--- src/rtl/fifo_sram_sched.sv ---
// Arbitrates a producer write stream and a consumer read stream onto a single-port SRAM FIFO,
// turning handshakes into one-cycle user pulses, merging opposite requests and watching for stalls.
module fifo_sram_sched #(
    parameter int DW      = 32,
    parameter int AVW     = 22,
    parameter int TIMEOUT = 64
) (
    input  logic           clk,
    input  logic           rst_n,
    input  logic           wr_valid,
    input  logic [DW-1:0]  wr_data,
    output logic           wr_ready,
    input  logic           rd_req,
    output logic           rd_ack,
    output logic           rd_valid,
    output logic [DW-1:0]  rd_data,
    output logic           fifo_we,
    output logic           fifo_re,
    output logic [DW-1:0]  fifo_din,
    input  logic [DW-1:0]  fifo_dout,
    input  logic           fifo_rdy,
    input  logic           fifo_busy,
    input  logic           fifo_full,
    input  logic [AVW-1:0] fifo_avail,
    output logic           err_timeout
);
    localparam int TW = $clog2(TIMEOUT + 1);

    typedef enum logic [1:0] {S_IDLE, S_WAIT_BUSY, S_WAIT_DONE, S_SETTLE} state_t;

    state_t          state, state_nx;
    logic [TW-1:0]   timer;
    logic            wr_rec, rd_rec, rdy_seen;
    logic [DW-1:0]   din_q, rd_data_q;
    logic            rd_valid_q, err_q;

    logic            we_c, re_c, wr_ready_c, rd_ack_c;
    logic            capture, time_out, avail_nz, in_window;

    assign avail_nz  = |fifo_avail;
    assign in_window = (timer < TW'(2));

    // NOTE: every comb output gets a default first so no path can infer a latch.
    always_comb begin
        state_nx   = state;
        we_c       = 1'b0;
        re_c       = 1'b0;
        wr_ready_c = 1'b0;
        rd_ack_c   = 1'b0;
        capture    = 1'b0;
        time_out   = 1'b0;
        unique case (state)
            S_IDLE: begin
                wr_ready_c = !fifo_full && !fifo_busy;
                we_c       = wr_valid && wr_ready_c;
                rd_ack_c   = rd_req && !fifo_busy && (avail_nz || we_c);
                re_c       = rd_req && rd_ack_c;
                if (we_c || re_c)
                    state_nx = S_WAIT_BUSY;
            end
            S_WAIT_BUSY: begin
                // Merge window: the opposite op may join only in the two cycles after issue.
                if (in_window) begin
                    if (!wr_rec && wr_valid && !fifo_full) begin
                        wr_ready_c = 1'b1;
                        we_c       = 1'b1;
                    end
                    if (!rd_rec && rd_req && (avail_nz || wr_rec || we_c)) begin
                        rd_ack_c = 1'b1;
                        re_c     = 1'b1;
                    end
                end
                if (timer == TW'(TIMEOUT - 1)) begin
                    time_out = 1'b1;
                    state_nx = S_SETTLE;
                end else if (fifo_busy) begin
                    state_nx = S_WAIT_DONE;
                end
            end
            S_WAIT_DONE: begin
                if (timer == TW'(TIMEOUT - 1)) begin
                    time_out = 1'b1;
                    state_nx = S_SETTLE;
                end else begin
                    capture = rd_rec && fifo_rdy && !rdy_seen;
                    if (!fifo_busy && (!rd_rec || rdy_seen || fifo_rdy))
                        state_nx = S_SETTLE;
                end
            end
            S_SETTLE: state_nx = S_IDLE;
            default:  state_nx = S_IDLE;
        endcase
    end

    // Combinational handshakes are forced low while reset is held so every output reads 0.
    assign wr_ready    = rst_n && wr_ready_c;
    assign rd_ack      = rst_n && rd_ack_c;
    assign fifo_we     = rst_n && we_c;
    assign fifo_re     = rst_n && re_c;
    assign fifo_din    = din_q;
    assign rd_data     = rd_data_q;
    assign rd_valid    = rd_valid_q;
    assign err_timeout = err_q;

    // NOTE: sequential state uses non-blocking assignments only, so all registers update together.
    always_ff @(posedge clk or negedge rst_n) begin
        if (!rst_n) begin
            state      <= S_IDLE;
            timer      <= '0;
            wr_rec     <= 1'b0;
            rd_rec     <= 1'b0;
            rdy_seen   <= 1'b0;
            din_q      <= '0;
            rd_data_q  <= '0;
            rd_valid_q <= 1'b0;
            err_q      <= 1'b0;
        end else begin
            state <= state_nx;
            if (state_nx != state)
                timer <= '0;
            else if (state == S_WAIT_BUSY || state == S_WAIT_DONE)
                timer <= timer + 1'b1;

            if (state == S_IDLE) begin
                wr_rec   <= we_c;
                rd_rec   <= re_c;
                rdy_seen <= 1'b0;
            end else begin
                if (we_c)    wr_rec   <= 1'b1;
                if (re_c)    rd_rec   <= 1'b1;
                if (capture) rdy_seen <= 1'b1;
            end

            if (we_c)     din_q     <= wr_data;
            if (capture)  rd_data_q <= fifo_dout;
            rd_valid_q <= capture;
            if (time_out) err_q <= 1'b1;
        end
    end
endmodule

--- config.mk ---
export PLATFORM = sky130hd
export DESIGN_NAME = fifo_sram_sched
export DESIGN_NICKNAME = d
export VERILOG_FILES = /design/src/rtl/fifo_sram_sched.sv
export SDC_FILE = /design/constraint.sdc
export NUM_CORES = 1
export LEC_CHECK = 0
export ABC_AREA = 1
export ABC_CLOCK_PERIOD_IN_PS = 1670
export CAP_MARGIN = 10
export CORE_MARGIN = 2
export CORE_UTILIZATION = 36
export CTS_BUF_LIST = sky130_fd_sc_hd__clkbuf_4
export DETAILED_ROUTE_END_ITERATION = 16
export GPL_TIMING_DRIVEN = 0
export HOLD_SLACK_MARGIN = 0.06
export PLACE_DENSITY = 0.76
export SYNTH_ARGS = -nofsm -noshare
export SYNTH_HDL_FRONTEND = slang
export SYNTH_SLANG_ARGS = --single-unit
--- constraint.sdc ---
create_clock -name clk -period 1.67 [get_ports clk]
set_clock_uncertainty 0.1 [all_clocks]
set_input_delay 0.334 -clock clk [delete_from_list [all_inputs] [get_ports clk]]
set_output_delay 0.334 -clock clk [all_outputs]
set_load 0.01 [all_outputs]
; ---- Word-level counts from Yosys, hierarchy flattened
; Cells that the tools add are included.
[op_classes]
n_addsub = 1
magnitude_cmp = 1
eq_ne = 5
n_mux = 29
reduce_logical = 35
[ops]
columns = operator, count
row1 = 22-bit OR reduction, 1
row2 = 1-bit 2-to-1 mux, 17
row3 = 1-bit logical AND, 16
row4 = 7-bit 2-to-1 mux, 2
row5 = 2-bit 2-to-1 mux, 5
row6 = 1-bit one-hot mux with 2 select lines, 4
row7 = 2-bit one-hot mux with 4 select lines, 1
row8 = 2-bit nonzero test, 4
row9 = "7-bit by 1-bit adder with 7-bit output, second input constant", 1
row10 = "7-bit by 6-bit equality test with 1-bit output, second input constant", 1
row11 = 1-bit logical OR, 7
row12 = "7-bit by 2-bit < comparator with 1-bit output, second input constant", 1
row13 = 1-bit logical NOT, 5
row14 = "2-bit equality test, second input constant", 2
row15 = "2-bit by 1-bit equality test with 1-bit output, second input constant", 1
row16 = 2-bit logical NOT, 1
row17 = 2-bit != test, 1
row18 = 2-bit OR reduction, 1
[word_totals]
regBits = 78
inputBits = 93

; ---- Depth between registers and ports, before layout
; Gate-level depths: netlist of the first run.
[logic_depth]
word_depth = 13
ltp_mapped = 12
depth_no_buf = 12

; ---- Least setup slack after synthesis of the first run
; Ideal clock, no wire load.
[synth_timing]
path_type = reg-to-output
from = register state[0]
to = output port fifo_we
t_arrival_ns = 1.349
t_required_ns = 1.236
setup_slack_ns = -0.113
stages_incl_launch_ff = 8
path_buffers = 1
path_cell_list = dfrtp_1 > inv_1 > ha_1 > nand2_1 > nand2_1 > inv_2 > buf_2 > nor2_1
[synth_between]
elab_chain_cells = 3
[synth_lines]
columns = item, line_no
row1 = start: declaration, 31  ; state_t state, state_nx;
row2 = start signal: assignment, 118  ; state <= state_nx;
row3 = 2-bit by 1-bit equality test with 1-bit output or 2-bit logical NOT (tied branches), 52  ; unique case (state)
row4 = 1-bit one-hot mux with 2 select lines *, 52
row5 = 1-bit logical AND *, 98  ; assign fifo_we = rst_n && we_c;
row6 = end: declaration, 17  ; output logic fifo_we,
; Every way passes the cells marked *; elsewhere a longest branch is shown, timed or not.

; ---- Worst setup path in the final report of the first run
[layout_timing]
from = register timer[5]
to = output port fifo_we
[layout_between]
elab_chain_cells = 4
[layout_lines]
columns = item, line_no
row1 = start: declaration, 32  ; logic [TW-1:0] timer;
row2 = start signal: assignment, 122  ; timer <= timer + 1'b1;
row3 = 7-bit by 2-bit < comparator with 1-bit output, 41  ; assign in_window = (timer < TW'(2));
row4 = 1-bit 2-to-1 mux, 63  ; if (in_window) begin
row5 = 1-bit one-hot mux with 2 select lines, 52
row6 = 1-bit logical AND, 98
; No other way between the ends.

==> results of run 1 <==
[final timing paths]
kind | to | slack, ns | depth (start not counted)
min in group clk | fifo_din[18] | 0.35 | 3
min | rd_data[14] | -0.21 | 1
max in group asynchronous | fifo_din[24] | 1.07 | 2
min reg2reg | fifo_din[27] | 0.38 | 2
max reg2reg | fifo_din[27] | -0.19 | 12
max | fifo_we | -0.64 | 9
[power by group through the flow]
stage | Sequential (mW) | Clock (mW) | Combinational (mW)
3_5_place_dp | 3.14 | 0 | 3.71
2_1_floorplan | 3.47 | 0 | 1.23
6_report | 3.20 | 1.15 | 4.39
5_1_grt | 3.30 | 1.28 | 4.79
3_3_place_gp | 3.11 | 0 | 3.61
4_1_cts | 3.08 | 1.20 | 3.62
[stage by stage]
step,power (mW),std cells,cell area [µm²]
global route,9.37,734,6000
detailed placement,6.86,678,5120
global placement,6.72,677,5100
finish,8.73,734,6000
floorplan,4.70,404,3340
CTS,7.91,716,5510
[routing by layer]
metal,vias up,part of all wire [%]
met5,-,0
met4,0,1.7
met3,14,6.6
met2,100,52
met1,1585,39
li1,1659,-
[cells in the mapped netlist]
cell and instances:
o21ai_0 4, nand3_1 10, nor4_4 1, ha_1 4
a21oi_1 4, o21bai_1 1, dfrtp_1 78, o211ai_1 1
xnor2_1 2, nor2_1 29, nor4_1 2, inv_1 20
buf_2 12, nand4_1 2, xor2_1 4, inv_2 3
nand2_2 1, nor3_1 3, nand2_1 223
[logic make-up after synthesis]
family                   after synthesis
AND/OR/NAND/NOR                      271
flip-flops                            78
buffers and inverters                 35
AO/OA/AOI/OAI                         10
XOR/XNOR                               6
adder cells (fa/ha/maj)                4
[sequential cells by signal, indices dropped and copies added (netlist names)]
name         flops
state            2
fifo_din        32
timer            7
rd_valid         1
rd_data         32
rdy_seen         1
rd_rec           1
err_timeout      1
wr_rec           1
[cells in the final DEF, fill, tap and decap left out, drive strengths merged, types with 4 or more instances in the layout]
cell type        n
a21oi            4
buf             54
clkbuf          12
clkdlybuf4s50   91
dfrtp           78
dlygate4sd2     66
ha               4
inv             24
nand2          224
nand3           10
nor2            29
o21ai            4
xor2             4
[layout make-up]
| cell class | instances | area share [%] |
|---|---|---|
| clock buffers | 10 | 1.25 |
| repair buffers | 203 | 32.8 |
| inverters | 23 | 1.77 |
| repair inverters | 1 | 0.146 |
| plain buffers | 11 | 2.25 |
| multi-input cells | 291 | 25.8 |
| well taps | 111 | 2.31 |
| flip-flops and latches | 78 | 32.5 |
| clock inverters | 6 | 1.17 |
[repair_timing]
| item | in CTS | in global routing |
|---|---|---|
| pin swaps | 9 | 33 |
| hold endpoints to repair | 38 | 38 |
| setup buffers | 18 | 17 |
| gates resized for setup | 138 | 103 |
| cloned | 5 | 3 |
| setup endpoints to repair | 136 | 78 |
==> summary.txt, run 1 <==
Filler cell count -> 778
Core ar. -> 9110 µm²
RSZ-0062 raised after global routing -> yes
Max-slew violation total from the final report -> 0
Reg area -> 1950 µm²
Failing checks -> negative hold slack, negative setup slack
CTS tree -> yes
Post-place setup slack -> -1.05 ns
Top-level port count -> 163
CP Capture Type -> output pin
Most frequent CP cell -> buf_6
Final Hold Fails -> 38
Final TNS setup -> -12.85 ns
Pwr dens -> 1450 nW/µm²
Cell taking the most area after synthesis -> dfrtp_1
DIE WIDTH -> 100 µm
Net Count, Synth -> 501
Minimum clock period -> 2.31 ns
Drt wl/cell -> 13.6 µm
Max stage delay on crit path -> 0.43 ns
Grt met1 use -> 22.9%
Post-Syn Instances -> 404
Top cell type's share of synthesized area -> 58.8%
Post-synthesis mux area share -> 0%
MaxCap Viol Count -> 0
Clk buf depth -> 2
Syn_area_per_cell -> 8.22 µm²
Ys Warns -> 0
Iter 0 DRT Violations -> 86
Largest family of logic cells by synthesized area -> simple AND/OR/NAND/NOR gates
Clock transition at the registers of the reported paths -> 0.13 ns
Status -> finished, violations left
Worst setup SP type -> register
Post-synthesis simple-gate area fraction -> 32.0%
Buf+Inv Stages, Crit Path -> 3
Synth Register Bits -> 78
Cell Area, Synth -> 3320 µm²
Post-DR vias/cell -> 4.57
Clock Tree Root -> clkbuf_4
DR pass1 iterations -> 4
Sw frac -> 38.4%
Remaining global-route overflow -> 0
Worst min-delay path category -> input port to asynchronous set/reset pin
Port bufs -> 162
First-pass GRT wire length -> 15300 µm
Final Cycle Share -> 138%
Largest net degree at the start of global routing -> 41
WHS -> -0.208 ns
Data arrival time of the worst path -> 1.87 ns
CP Class -> register to output pin
Die H -> 100 µm
Net Sw Power -> 3.35 mW
Worst slew pin tran -> 0.519 ns
Worst-path maximum fanout -> 3
Diode count -> 0
Initial core utilization -> 36.4%
Ranking of synthesized cells by area -> dfrtp_1, nand2_1, nor2_1
Worst-Skew Late Latency -> 0.39 ns
Post-synthesis compound-gate area fraction -> 1.66%
Number of global-route vias before repair -> 3372
Worst Setup SP -> timer[5]
Inserted Clock Buffers -> 9
NumNets Final -> 715
GRT Util Overall -> 19.0%
Post-route ant nets -> 0
Clk pwr share -> 13.2%
# rows -> 35
Post-Route WL -> 9990 µm
Initial antenna violation count -> 0
# DRC -> 0
Part of the power in registers -> 36.6%
DIE AREA -> 10000 µm²
Count of different cell masters after synthesis -> 19
P_leak -> 3.05 nW
Routability cong. -> 0.847
H-tree depth -> 3
Met3 GRT Util -> 5.22%
Util after Layout -> 65.9%
Reg2reg start -> state[1]
Critical path, cell by cell -> nor2_1, nand4_1, nor3_1, nand2_1, nand2_4, inv_4, buf_6, nor2_4, buf_6
Crit path max-delay family -> simple AND/OR/NAND/NOR gates
Slew margin rel. -> 65.4%
Grt met2 use -> 33.1%
TritonCTS Sinks -> 78
Area Overhead vs Synth -> 80.9%
Internal power -> 5.38 mW
Synth Area in Adders -> 1.51%
Ratio of cells with drive above 1 in the final layout -> 26.0%
Critical Path RT -> 1.24 ns
Sequential element share of the synthesized area -> 58.8%
Post-DP HPWL -> 6680 µm
Vias -> 3358
GRT busiest layer -> met2
Worst path slowest cell -> dfrtp_1
Peak supply drop -> 647 µV
Area occupied by multi-input gates -> 1550 µm²
Worst setup margin -> -0.636 ns
Combinational power share -> 50.2%
Final setup viols -> 76
Xor and xnor area share after synthesis -> 1.58%
Maximum clock frequency -> 434 MHz
(Power assumes the default switching activity.)
==> inputs of run 2 (changes only) <==
--- a/config.mk
+++ b/config.mk
@@ -7,7 +7,7 @@
 export LEC_CHECK = 0
 export ABC_AREA = 1
 export ABC_CLOCK_PERIOD_IN_PS = 1670
-export CAP_MARGIN = 10
+export CAP_MARGIN = 25
 export CORE_MARGIN = 2
 export CORE_UTILIZATION = 36
 export CTS_BUF_LIST = sky130_fd_sc_hd__clkbuf_4
==> results of run 2 <==
Same layout as run 1: the final DEF is identical, and so are final timing and power.
==> inputs of run 3 (changes only) <==
--- a/config.mk
+++ b/config.mk
@@ -8,13 +8,13 @@
 export ABC_AREA = 1
 export ABC_CLOCK_PERIOD_IN_PS = 1670
 export CAP_MARGIN = 25
-export CORE_MARGIN = 2
+export CORE_MARGIN = 8
 export CORE_UTILIZATION = 36
 export CTS_BUF_LIST = sky130_fd_sc_hd__clkbuf_4
 export DETAILED_ROUTE_END_ITERATION = 16
 export GPL_TIMING_DRIVEN = 0
 export HOLD_SLACK_MARGIN = 0.06
-export PLACE_DENSITY = 0.76
+export PLACE_DENSITY = 0.78
 export SYNTH_ARGS = -nofsm -noshare
 export SYNTH_HDL_FRONTEND = slang
 export SYNTH_SLANG_ARGS = --single-unit
==> run 3 against run 2 <==
Effect of this change:
- the flow finishes with violations (negative setup slack)
- cell area up 2.4%
- global-route usage down 1.1 points
- sequential power down 1%
- first-iteration DRC count up 58%
- sequential share of layout area down 0.77 points
- utilization up 1.6 points
- maximum frequency up 2.0%
- flip-flop and latch count unchanged
- combinational power down 5%
- highest routed layer unchanged
==> summary.txt, run 3 (same netlist as run 1, synthesis figures left out) <==
Post-Route WL -> 11700 µm
CP Class -> register to output pin
Area Overhead vs Synth -> 85.3%
MaxCap Viol Count -> 0
Net Sw Power -> 3.33 mW
Commonest non-fill, non-tap cell in the layout -> nand2_1
Core ar. -> 9110 µm²
Critical path, cell by cell -> nor2_1, nand4_1, nor3_2, nand2_2, nand2_4, inv_4, buf_6, nor2_2, buf_4
Filler cell count -> 751
Critical Path RT -> 1.24 ns
DIE WIDTH -> 112 µm
Worst path slowest cell -> dfrtp_1
Status -> finished, violations left
Worst Setup SP -> timer[6]
Clock transition at the registers of the reported paths -> 0.14 ns
First-pass GRT wire length -> 18200 µm
Clock Tree Root -> clkbuf_4
Buf+Inv Stages, Crit Path -> 3
DIE AREA -> 12500 µm²
Minimum clock period -> 2.26 ns
Util after Layout -> 67.5%
Worst min-delay path category -> input port to asynchronous set/reset pin
Failing checks -> negative setup slack
# rows -> 35
Slew margin rel. -> 42.0%
R2r endpoint -> timer[1]
Pwr dens -> 1390 nW/µm²
# DRC -> 0
Number of global-route vias before repair -> 3690
NumNets Final -> 723
Top-level port count -> 163
Die H -> 112 µm
Post-route ant nets -> 0
Post-route design area -> 6150 µm²
Crit path max-delay family -> simple AND/OR/NAND/NOR gates
RSZ-0062 raised after global routing -> yes
H-tree depth -> 3
Post-DR vias/cell -> 4.69
Post-place setup slack -> -1.06 ns
Worst slew pin tran -> 0.867 ns
WHS -> 0.0349 ns
Reg area -> 1950 µm²
Initial core utilization -> 36.4%
GRT Util Overall -> 17.9%
Internal power -> 5.20 mW
TritonCTS Sinks -> 78
Iter 0 DRT Violations -> 136
Remaining global-route overflow -> 0
Worst setup SP type -> register
Vias -> 3478
Part of the power in registers -> 37.0%
Sw frac -> 39.0%
Reg2reg start -> timer[1]
Maximum clock frequency -> 442 MHz
Routability cong. -> 0.863
Inserted Clock Buffers -> 9
P_leak -> 3.20 nW
Final TNS setup -> -7.28 ns
Ratio of cells with drive above 1 in the final layout -> 28.8%
Data arrival time of the worst path -> 1.83 ns
CTS tree -> yes
R2R depth -> 12
Drt wl/cell -> 15.7 µm
DR pass1 iterations -> 4
Final Hold Fails -> 0
Clk buf depth -> 2
Combinational power share -> 49.1%
Final setup viols -> 66
Clk pwr share -> 13.9%
Max-slew violation total from the final report -> 0
Max stage delay on crit path -> 0.42 ns
Worst-path maximum fanout -> 2
Post-DP HPWL -> 7840 µm
Largest net degree at the start of global routing -> 60
Most frequent cells in the layout -> nand2_1, clkdlybuf4s50_1, dfrtp_1
Peak supply drop -> 700 µV
Port bufs -> 162
CP Capture Type -> output pin
Initial antenna violation count -> 0
Flop-to-flop setup slack -> -0.15 ns
Final Cycle Share -> 135%
Area occupied by multi-input gates -> 1560 µm²
Dpl cell area -> 5130 µm²
Worst setup margin -> -0.590 ns
Diode count -> 0
Worst-Skew Late Latency -> 0.41 ns
## run 3: power groups by stage
stage	Clock, mW	Combinational (mW)	Sequential (mW)
final	1.18	4.19	3.16
after CTS	1.23	3.76	3.14
after detailed placement	0	3.77	3.15
after global placement	0	3.67	3.10
after floorplan	0	1.23	3.47
after global routing	1.33	4.61	3.27
## run 3: final cells by class
class / count / share of cell area, %
flip-flops and latches: 78 / 31.8
well taps: 111 / 2.26
clock buffers: 9 / 1.10
plain buffers: 12 / 2.50
repair buffers: 211 / 34.1
multi-input cells: 291 / 25.4
inverters: 23 / 1.61
clock inverters: 7 / 1.30
## run 3: worst reg2reg max path: cells and delay by family, from the launching register on
| kind | cells | cell delay, ns |
|---|---|---|
| AND/OR/NAND/NOR | 8 | 0.68 |
| flip-flops | 1 | 0.41 |
| buffers and inverters | 2 | 0.20 |
| adder cells (fa/ha/maj) | 1 | 0.19 |
| AO/OA/AOI/OAI | 1 | 0.14 |
## run 3: repair_timing
item / 4_1_cts / 5_1_grt
pin swaps: 38 / 25
resized for setup: 189 / 65
hold endpoints to repair: 78 / 59
setup buffers: 26 / 9
cloned: 9 / 2
setup endpoints to repair: 140 / 78
## run 3: how the worst max path moves through the flow
stage	end	slack, ns	depth (start not counted)
finish	fifo_we	-0.59	9
global route	fifo_re	-0.76	7
CTS	fifo_we	-0.63	9
detailed placement	fifo_we	-1.06	10
global placement	wr_ready	-3.61	4
floorplan	fifo_re	-0.04	6
## run 3: metrics by stage
step	cells	total power, mW
finish	742	8.53
CTS	728	8.13
global placement	677	6.77
global route	742	9.21
floorplan	404	4.70
detailed placement	678	6.92
## run 3: metal layers
layer	part of all wire, %	GRT usage, %
met2	52	31.9
met5	0	0
met4	1.3	5.13
met1	38	19.4
met3	7.9	6.71
